$ cat config.mk
export PLATFORM = sky130hd
export DESIGN_NAME = slcorem0_tickgen
export DESIGN_NICKNAME = d
export VERILOG_FILES = /design/src/rtl/slcorem0_tickgen_pkg.sv /design/src/rtl/slcorem0_tickgen_ch.sv /design/src/rtl/slcorem0_tickgen.sv
export SDC_FILE = /design/constraint.sdc
export NUM_CORES = 1
export LEC_CHECK = 0
export CORE_MARGIN = 8
export CORE_UTILIZATION = 60
export DETAILED_ROUTE_END_ITERATION = 12
export GPL_TIMING_DRIVEN = 0
export PLACE_DENSITY = 0.82
export SLEW_MARGIN = 30
export SYNTH_ARGS = -nofsm -noshare
export SYNTH_HDL_FRONTEND = slang
export SYNTH_SLANG_ARGS = --single-unit
$ cat constraint.sdc
create_clock -name SYS_FCLK -period 5 [get_ports SYS_FCLK]
set_input_delay 1.5 -clock SYS_FCLK [delete_from_list [all_inputs] [get_ports SYS_FCLK]]
set_output_delay 1.5 -clock SYS_FCLK [all_outputs]
set_load 0.02 [all_outputs]
$ cat src/rtl/slcorem0_tickgen_pkg.sv
// Shared constants and helpers for the SLCore-M0 tick generator.
// STCALIB field layout and config channel index width live here.
package slcorem0_tickgen_pkg;

  localparam int unsigned MAX_CH = 16;
  localparam int unsigned CH_W   = 4;

  localparam int unsigned STC_W        = 26;
  localparam int unsigned STC_NOREF    = 25;
  localparam int unsigned STC_SKEW     = 24;
  localparam int unsigned STC_TENMS_HI = 23;
  localparam int unsigned STC_TENMS_LO = 0;

  typedef enum logic [1:0] {
    CH_IDLE = 2'd0,
    CH_RUN  = 2'd1,
    CH_WRAP = 2'd2
  } ch_mode_e;

  function automatic logic ch_in_range(
    input logic [CH_W-1:0] ch,
    input int unsigned     n
  );
    return 32'(ch) < n;
  endfunction

endpackage

$ cat src/rtl/slcorem0_tickgen_ch.sv
// One tick channel: counter, active/pending divider and tick flop.
// Pending ratios are swapped in only at a wrap or while stopped.
module slcorem0_tickgen_ch
  import slcorem0_tickgen_pkg::*;
#(
  parameter int unsigned DIV_W       = 18,
  parameter int unsigned DEFAULT_DIV = 1000
) (
  input  logic             clk,
  input  logic             rst,
  input  logic             en,
  input  logic             wr,
  input  logic [DIV_W-1:0] wr_div,
  output logic             tick,
  output logic             running,
  output logic             pend
);

  logic [DIV_W-1:0] cnt_q, cnt_d;
  logic [DIV_W-1:0] div_act_q, div_act_d;
  logic [DIV_W-1:0] div_pend_q, div_pend_d;
  logic             pend_q, pend_d;
  logic             tick_q, tick_d;
  ch_mode_e         mode;

  assign running = en & (div_act_q != '0);
  assign tick    = tick_q;
  assign pend    = pend_q;

  always_comb begin
    mode = CH_IDLE;
    if (running) begin
      if (cnt_q == div_act_q - DIV_W'(1)) begin
        mode = CH_WRAP;
      end else begin
        mode = CH_RUN;
      end
    end
  end

  always_comb begin
    cnt_d      = cnt_q;
    tick_d     = 1'b0;
    div_act_d  = div_act_q;
    div_pend_d = div_pend_q;
    pend_d     = pend_q;
    unique case (mode)
      CH_IDLE: cnt_d = '0;
      CH_RUN:  cnt_d = cnt_q + DIV_W'(1);
      CH_WRAP: begin
        cnt_d  = '0;
        tick_d = 1'b1;
      end
      default: cnt_d = '0;
    endcase
    // The wrap tick keeps the old ratio; the new one starts right after
    if (pend_q && (mode != CH_RUN)) begin
      div_act_d = div_pend_q;
      pend_d    = 1'b0;
    end
    if (wr) begin
      div_pend_d = wr_div;
      pend_d     = 1'b1;
    end
  end

  always_ff @(posedge clk) begin
    if (rst) begin
      cnt_q      <= '0;
      div_act_q  <= DIV_W'(DEFAULT_DIV);
      div_pend_q <= '0;
      pend_q     <= 1'b0;
      tick_q     <= 1'b0;
    end else begin
      cnt_q      <= cnt_d;
      div_act_q  <= div_act_d;
      div_pend_q <= div_pend_d;
      pend_q     <= pend_d;
      tick_q     <= tick_d;
    end
  end

endmodule

$ cat src/rtl/slcorem0_tickgen.sv
// Multi-channel clock-enable generator with runtime divider config.
// Channel 0 also drives the core STCALIB NOREF flag.
module slcorem0_tickgen
  import slcorem0_tickgen_pkg::*;
#(
  parameter int unsigned NUM_CH      = 4,
  parameter int unsigned DIV_W       = 18,
  parameter int unsigned DEFAULT_DIV = 1000,
  parameter logic [23:0] CALIB_TENMS = 24'd0,
  parameter logic        CALIB_SKEW  = 1'b1
) (
  input  logic              SYS_FCLK,
  input  logic              SYS_SYSRESET,
  input  logic [NUM_CH-1:0] CH_EN,
  input  logic              CFG_VALID,
  output logic              CFG_READY,
  input  logic [CH_W-1:0]   CFG_CH,
  input  logic [DIV_W-1:0]  CFG_DIV,
  output logic              CFG_ERR,
  output logic [NUM_CH-1:0] CH_PEND,
  output logic [NUM_CH-1:0] TICK_EN,
  output logic [STC_W-1:0]  STCALIB
);

  localparam logic [NUM_CH-1:0] NOREF_MASK = NUM_CH'(1);

  logic [MAX_CH-1:0] pend_pad;
  logic [NUM_CH-1:0] run_vec;
  logic [NUM_CH-1:0] wr_vec;
  logic              ch_ok;
  logic              accept;
  logic              err_q, err_d;
  logic              noref_q, noref_d;

  always_comb begin
    pend_pad             = '0;
    pend_pad[NUM_CH-1:0] = CH_PEND;
  end

  assign ch_ok     = ch_in_range(CFG_CH, NUM_CH);
  assign CFG_READY = ~ch_ok | ~pend_pad[CFG_CH];
  assign accept    = CFG_VALID & CFG_READY;

  for (genvar i = 0; i < NUM_CH; i++) begin : g_ch
    assign wr_vec[i] = accept & ch_ok & (CFG_CH == CH_W'(i));

    slcorem0_tickgen_ch #(
      .DIV_W      (DIV_W),
      .DEFAULT_DIV(DEFAULT_DIV)
    ) u_ch (
      .clk    (SYS_FCLK),
      .rst    (SYS_SYSRESET),
      .en     (CH_EN[i]),
      .wr     (wr_vec[i]),
      .wr_div (CFG_DIV),
      .tick   (TICK_EN[i]),
      .running(run_vec[i]),
      .pend   (CH_PEND[i])
    );
  end

  always_comb begin
    err_d   = accept & ~ch_ok;
    noref_d = ~|(run_vec & NOREF_MASK);
  end

  always_ff @(posedge SYS_FCLK) begin
    if (SYS_SYSRESET) begin
      err_q   <= 1'b0;
      noref_q <= 1'b1;
    end else begin
      err_q   <= err_d;
      noref_q <= noref_d;
    end
  end

  assign CFG_ERR = err_q;

  always_comb begin
    STCALIB                             = '0;
    STCALIB[STC_NOREF]                  = noref_q;
    STCALIB[STC_SKEW]                   = CALIB_SKEW;
    STCALIB[STC_TENMS_HI:STC_TENMS_LO]  = CALIB_TENMS;
  end

endmodule
Yosys cells after proc, flatten, opt, wreduce, memory -nomap -nowiden
Index checks and enable logic that the tools add are counted.
{ "word_totals": {"register_bits": 226, "latch_bits": 0, "ramBits": 0, "mem_bits_ro": 0, "input_bits": 29, "out_inout_bits": 36, "wordCells": 109, "n_memories": 0} }
{ "classes": {"addsub": 8, "n_mul": 0, "div": 0, "n_lt_le_gt_ge": 2, "n_eq_ne": 19, "shift": 0, "n_mux": 22, "bitwise_logic": 18, "reduce_logical": 18} }
{ "ops": {"columns": ["op", "n"], "rows": [
  ["18-bit by 1-bit adder with 18-bit output (second input constant)", 4],
  ["18-bit equality test", 4],
  ["18-bit nonzero test", 4],
  ["18-bit by 1-bit subtractor with 18-bit output (second input constant)", 4],
  ["2-bit two-way mux", 8],
  ["1-bit two-way mux", 13],
  ["1-bit AND", 11],
  ["2-bit by 1-bit equality test with 1-bit output (second input constant)", 4],
  ["2-bit equality test (second input constant)", 4],
  ["4-bit by 2-bit equality test with 1-bit output (second input constant)", 2],
  ["2-bit by 1-bit != test with 1-bit output (second input constant)", 4],
  ["2-bit nonzero test", 4],
  ["2-bit OR reduction", 4],
  ["1-bit NOT", 6],
  ["4-bit by 5-bit < comparator with 1-bit output (second input constant)", 1],
  ["1-bit binary-select mux with 4-bit select", 1],
  ["4-bit by 1-bit equality test with 1-bit output (second input constant)", 1],
  ["1-bit logical AND", 4],
  ["4-bit zero test", 1],
  ["4-bit by 3-bit < comparator with 1-bit output (second input constant)", 1],
  ["1-bit zero test", 1],
  ["1-bit OR", 1]
]} }

Longest topological paths before layout
Gate-level depths: netlist of run 1.
{ "logic_depth": {"word_depth": 8, "mapped_depth": 13, "depth_no_buf": 10} }

Cells and area by module
A second synthesis of run 1 with hierarchy kept.
{ "unflattened": {"cells_unflattened": 1361, "area_unflattened_um2": 12194.2} }
{ "modules_own_cells": {"columns": ["module", "instances", "cells_per_inst", "area_per_inst_um2", "seq_area_each_um2"], "rows": [
  ["slcorem0_tickgen_ch", 4, 330, 2964.1, 1121.1],
  ["slcorem0_tickgen", 1, 41, 337.8, 40.0]
]} }

Worst setup path after synthesis of run 1
OpenSTA, ideal clock, no wires.
{ "synth_timing": {"kind": "in2out", "from": "input port CFG_CH[0]", "to": "output port CFG_READY", "arrival_time_ns": 2.437, "t_required_ns": 3.500, "path_slack_ns": 1.063, "cell_stages": 3, "cell_sequence": "clkbuf_1 > mux4_2 > nand2_1"} }
{ "synth_via": {"elab_chain_cells": 4} }
{ "synth_lines": {"columns": ["item", "line_no", "text"], "rows": [
  ["start: declaration", "slcorem0_tickgen.sv:17", "input logic [CH_W-1:0] CFG_CH,"],
  ["1-bit binary-select mux with 4-bit select", "slcorem0_tickgen.sv:41", "assign CFG_READY = ~ch_ok | ~pend_pad[CFG_CH];"],
  ["1-bit two-way mux (implied by the code)", "slcorem0_tickgen.sv:41", null],
  ["1-bit NOT", "slcorem0_tickgen.sv:41", null],
  ["1-bit OR (*)", "slcorem0_tickgen.sv:41", null],
  ["end: declaration", "slcorem0_tickgen.sv:16", "output logic CFG_READY,"]
]} }
Every way passes the cells marked *; elsewhere a longest branch is shown, timed or not. The select of a mux whose other input is x is not followed.

Worst setup path in the final report of run 1
Ends and elaborated chain as after synthesis.

==> run_results.csv, run 1 <==
group,metric,value,unit
run_status,status,"finished clean",
hold_path,hp-start,"g_ch[1].u_ch.div_pend_q[8]",
detailed_routing,num_vias,9795,
timing,fin_worst_skew,0.01151,ns
placed_design,port-buffer-count,37,
clock_tree,cts-htree-levels,1,
synth,synth_seq_cells,226,
worst_setup_path,reg2reg_slack,1.46,ns
pwr,swShare,22.66,%
clock_tree,cts_tree,"done",
die,ioPinCount,65,
worst_setup_path,r2r_end,"g_ch[3].u_ch.cnt_q[11]",
pwr,vdd_drop_max,318.8,uV
synth,synth_area_leader_cell,"dfxtp_1",
die,rows,50,
synth,syn_avg_cell_area,8.280,um2
synth,yosysTopAreaCellShare,39.42,%
synth,synth_ff_type,"dfxtp_1",
placed_design,dp_hpwl,19.98,mm
detailed_routing,wl,27.16,mm
die,chipHeight,154.3,um
layout,num-fill-cells,1498,
layout,final_common_cell,"dfxtp_1",
clock_tree,clkLatencyLatePin,0.52,ns
pwr,p_switching,856.5,uW
timing,relSlewSlack,37.86,%
pwr,p_int,2923,uW
timing,rsz0062_at_grt,"false",
detailed_routing,drc,0,
placed_design,gp_congestion,0.9233,
worst_setup_path,critPathRequiredTime,3.50,ns
timing,hold_viol_final,0,
timing,tightest_slew,0.9300,ns
hold_path,hold_class,"flip-flop to flip-flop",
detailed_routing,wl_per_cell,15.75,um
run,cap_violations,0,
worst_setup_path,startpoint,"CFG_CH[0]",
synth,syn_inst,1386,
pwr,comb_power_share,4.8,%
synth,ys_types,71,
layout,drive_gt1_share,8.725,%
clock_tree,numCtsBuffers,24,
pwr,p_leak,0.004778,uW
global_route,grt_pass1_wl,45.30,mm
synth,synth_warnings,0,
clock_tree,clock_path_buffers,3,
layout,fin_area,0.01304,mm2
timing,setup_tns,0,ns
worst_setup_path,end_kind,"primary output",
detailed_routing,dr.pass1.iters,7,
global_route,grt_pass1_vias,9449,
timing,maxSlewViolCount,0,
detailed_routing,ant_nets,0,
layout,antennaDiodeCount,0,
die,fp.dieArea,0.02381,mm2
pwr,clkPwrFrac,46.8,%
detailed_routing,viasPerCell,5.682,
clock_tree,cts_resized,0,
global_route,overflow,0,
placed_design,placed_cell_area,0.01224,mm2
layout,layout_common_cells,"226 x dfxtp_1, 170 x nand2_1, 168 x nor2_1",
worst_setup_path,cp_max_fo,8,
worst_setup_path,rr_worst_depth,12,
global_route,antenna_found_initial,0,
worst_setup_path,crit_type,"input port to primary output",
timing,fin_crit,4.634,ns
layout,nets,1509,
worst_setup_path,startpoint_type,"input port",
synth,seq_area_frac_synth,39.42,%
die,die_x,154.3,um
layout,area.growth.synth_to_final,13.66,%
worst_setup_path,cp-endpoint,"CFG_READY",
detailed_routing,drt_iter0_drc,625,
timing,setup_viol,0,
pwr,power_frac_seq,48.4,%
global_route,grt_max_degree,15,
worst_setup_path,worstPathArrival,3.13,ns
clock_tree,cts_sinks,226,
worst_setup_path,crit-reg2reg-launch,"g_ch[3].u_ch.div_act_q[0]",
timing,fmax,0.2158,GHz
die,start_util,61.15,%
die,core_area,0.01877,mm2
synth,synth_enable_flop_cells,0,
clock_tree,postCtsHoldBufs,0,
synth,synth.cell_area,0.01148,mm2
clock_tree,cts_setup_buffers,0,
timing,finalCritPeriodShare,92.68,%
clock_tree,path_clk_slew,0.06,ns
global_route,grt_use_total,22.45,%
synth,synth_area_leaders,"dfxtp_1 39%, xor2_1 5.7%, xnor2_1 5.6%",
clock_tree,root_buffer,"clkbuf_16",
synth,async_flop_share,0,%
pwr,cellPowerDensity,289.8,mW/mm2
-- area by class of cell --
| cell class | instances | area (um2) | area share [%] |
|---|---|---|---|
| plain buffers | 111 | 581.8 | 4.460 |
| clock buffers | 33 | 705.7 | 5.410 |
| clock inverters | 11 | 93.84 | 0.7194 |
| inverters | 25 | 93.84 | 0.7194 |
| multi-input cells | 1047 | 6381 | 48.92 |
| flip-flops and latches | 226 | 4524 | 34.69 |
| well taps | 234 | 292.8 | 2.245 |
| repair buffers | 37 | 370.4 | 2.839 |
-- registers in the layout, indices dropped and copies added, names as in the netlist --
signal	flops
g_ch.u_ch.cnt_q	72
g_ch.u_ch.tick	4
g_ch.u_ch.div_pend_q	72
noref_q	1
g_ch.u_ch.pend	4
g_ch.u_ch.div_act_q	72
CFG_ERR	1
-- power groups by stage --
stage / Combinational (uW) / Sequential (uW) / Clock (uW)
detailed placement: 178 / 1870 / 0
global placement: 176 / 1870 / 0
floorplan: 112 / 1860 / 0
CTS: 180 / 1830 / 1790
finish: 181 / 1830 / 1770
global route: 195 / 1830 / 1860
-- per-layer routing --
| layer | vias up | track usage [%] | wire length [um] |
|---|---|---|---|
| li1 | 4895 | - | - |
| met5 | - | 0 | 0 |
| met2 | 245 | 38.96 | 13040 |
| met3 | 78 | 2.953 | 1133 |
| met4 | 0 | 10.78 | 1254 |
| met1 | 4577 | 27.05 | 11730 |
-- kinds of logic after synthesis --
family / synth area share [%]
compound gates: 12.18
xor+xnor: 11.30
fa+ha+maj: 0.8723
buf+inv: 5.888
flops: 39.42
mux: 4.906
other cells: 0.06544
simple gates: 25.37
-- critical path, cell delays in order --
cell             delay, ns
clkbuf_1              0.32
mux4_2                0.62
nand2_1               0.08
clkdlybuf4s50_1       0.60
-- per-stage QoR --
step                      util (%)  total power, uW  setup slack [ns]  cells  hold WS (ns)
after floorplan                  -             1976             1.063   1409        0.4319
after global placement       65.14             2043            0.4040   1680        0.4392
after detailed placement     65.21             2046            0.3624   1680        0.4463
after CTS                    69.47             3801            0.3583   1724        0.4551
after global routing         69.50             3883            0.3052   1724        0.4761
final                        69.50             3780            0.3660   1724        0.4581
-- synthesized netlist by cell type, types with 13 or more instances --
cell	number
buf_4	38
or3_1	13
dfxtp_1	226
nand2b_1	31
a21oi_1	96
nor3_1	41
nor4_1	15
nand4_1	15
clkbuf_1	58
inv_1	25
nand2_1	170
and3_1	28
xnor2_1	73
xor2_1	75
mux2i_1	54
nand3_1	63
nor2_1	168
-- worst min-delay path by stage --
stage                                      end  slack [ns]  cells past startpoint
CTS                 g_ch[1].u_ch.div_act_q[10]        0.46                      2
finish              g_ch[1].u_ch.div_pend_q[8]        0.46                      2
detailed placement  g_ch[1].u_ch.div_act_q[10]        0.45                      2
global route         g_ch[1].u_ch.div_act_q[4]        0.48                      2
floorplan           g_ch[2].u_ch.div_pend_q[9]        0.43                      2
global placement    g_ch[1].u_ch.div_act_q[12]        0.44                      2
(Power assumes the default switching activity.)
==> run 2, diff against run 1 <==
Settings changed: CORE_UTILIZATION 60 to 54, PLACE_DENSITY 0.82 to 0.78, REMOVE_ABC_BUFFERS from default to 1.
Clock period 5 ns to 4.1 ns, I/O delays scaled along.
==> run 2 against run 1 <==
Clock skew is essentially flat. Power increased by 20%. Flip-flop and latch count is the same. Die area rose by 9.9%. Highest routed layer unchanged.
==> run_results.csv, run 2 (synthesis results as in run 1) <==
group,metric,value,unit
run_status,status,"finished clean",
global_route,overflow,0,
detailed_routing,num_vias,9202,
detailed_routing,ant_nets,0,
timing,tightest_slew,0.9002,ns
global_route,grt_pass1_vias,8674,
clock_tree,cts_setup_buffers,0,
worst_setup_path,end_kind,"primary output",
worst_setup_path,crit-reg2reg-launch,"g_ch[0].u_ch.div_act_q[0]",
global_route,gr-usage-met3,2.430,%
run,cap_violations,0,
detailed_routing,viasPerCell,5.537,
clock_tree,cts_resized,4,
worst_setup_path,critPathRequiredTime,2.87,ns
worst_setup_path,reg2reg_slack,0.53,ns
clock_tree,numCtsBuffers,23,
layout,final_core_util,60.24,%
clock_tree,cts_tree,"done",
layout,antennaDiodeCount,0,
timing,fin_crit,4.038,ns
worst_setup_path,critPathMaxStageDelay,0.61,ns
die,rows,53,
worst_setup_path,crit_chain,"clkdlybuf4s15_2, mux4_2, nand2_1, clkdlybuf4s50_1",
clock_tree,cts_sinks,226,
detailed_routing,drt_iter0_drc,560,
worst_setup_path,cp_max_fo,8,
die,start_util,54.76,%
timing,rsz0062_at_grt,"false",
detailed_routing,wl,24.68,mm
timing,maxSlewViolCount,0,
layout,nets,1409,
placed_design,placed_cell_area,0.01185,mm2
clock_tree,postCtsHoldBufs,0,
timing,setup_viol,0,
worst_setup_path,worstPathArrival,2.81,ns
clock_tree,cts-htree-levels,1,
timing,finalCritPeriodShare,98.48,%
worst_setup_path,critPathBufInv,2,
detailed_routing,wl_per_cell,14.85,um
pwr,vdd_drop_max,219.1,uV
worst_setup_path,startpoint,"CFG_CH[0]",
layout,layout_common_cells,"225 x dfxtp_1, 170 x nand2_1, 167 x nor2_1",
detailed_routing,drc,0,
worst_setup_path,crit_type,"input port to primary output",
clock_tree,root_buffer,"clkbuf_16",
pwr,finalPower,4546,uW
worst_setup_path,cp_slowest_cell,"clkdlybuf4s50_1",
clock_tree,clkLatencyLatePin,0.51,ns
pwr,p_leak,0.004531,uW
hold_path,hp-start,"g_ch[1].u_ch.div_pend_q[4]",
layout,drive_gt1_share,6.489,%
global_route,grt_pass1_wl,41.59,mm
layout,area.growth.synth_to_final,9.998,%
clock_tree,path_clk_slew,0.06,ns
worst_setup_path,startpoint_type,"input port",
global_route,grt_max_degree,100,
placed_design,gp_congestion,0.8399,
layout,largest_registers,"g_ch.u_ch.cnt_q x72, g_ch.u_ch.div_act_q x72, g_ch.u_ch.div_pend_q x72",
global_route,gr-usage-met2,30.70,%
worst_setup_path,crit_family,"buffers and inverters",
timing,hold_viol_final,0,
layout,final_common_cell,"dfxtp_1",
clock_tree,clock_path_buffers,3,
global_route,top_usage_layer,"met2",
layout,fin_area,0.01262,mm2
die,core_area,0.02096,mm2
timing,relSlewSlack,39.44,%
pwr,cellPowerDensity,360.1,mW/mm2
detailed_routing,dr.pass1.iters,5,
die,fp.dieArea,0.02617,mm2
timing,hold_slack,0.4527,ns
timing,fmax,0.2477,GHz
timing,setup_tns,0,ns
global_route,gr-usage-met1,24.19,%
global_route,antenna_found_initial,0,
timing,fin_worst_skew,0.01164,ns
die,die_x,161.8,um
placed_design,dp_hpwl,17.26,mm
die,chipHeight,161.8,um
die,ioPinCount,65,
placed_design,port-buffer-count,39,
global_route,grt_use_total,18.39,%
hold_path,hold_class,"flip-flop to flip-flop",
## run 2: worst paths after layout
kind | endpoint | cells after the start
setup / recovery | CFG_READY | 4
hold / removal | g_ch[1].u_ch.div_act_q[4] | 2
setup reg to reg | g_ch[0].u_ch.pend | 10
hold reg to reg | g_ch[1].u_ch.div_act_q[4] | 2
## run 2: final cells by class
cell class | instances | area, um2
clock buffers | 31 | 645.6
clock inverters | 9 | 122.6
fillers | 1817 | 8332
inverters | 25 | 93.84
multi-input cells | 1047 | 6401
flip-flops and latches | 226 | 4526
well taps | 275 | 344.1
repair buffers | 49 | 490.5
## run 2: power breakdown
part | total (uW) | internal, uW | switching [uW]
Combinational | 186 | 63.5 | 123
Sequential | 2230 | 2210 | 18.3
Clock | 2130 | 1290 | 841
## run 2: layer usage
layer | wire length, um | vias to the layer above | share of wire (%)
li1 | - | 4681 | -
met1 | 11470 | 4305 | 46
met2 | 11470 | 173 | 46
met3 | 1091 | 43 | 4.4
met4 | 659 | 0 | 2.7
met5 | 0 | - | 0
## run 2: worst register-to-register path, delay by kind of cell, from the launching register on
family / cells / cell delay [ns]
DFF: 1 / 0.36
muxes: 2 / 0.32
and+or+nand+nor: 4 / 2.02
buffers and inverters: 1 / 0.08
AOI/OAI and AO/OA: 2 / 0.39
adders and majority gates: 1 / 0.24
## run 2: per-stage QoR
stage	worst slack, ns	std cells
2_1_floorplan	0.5048	1298
3_3_place_gp	-3.543	1612
5_1_grt	0.02984	1662
3_5_place_dp	-0.3227	1622
6_report	0.06226	1662
4_1_cts	0.07636	1662
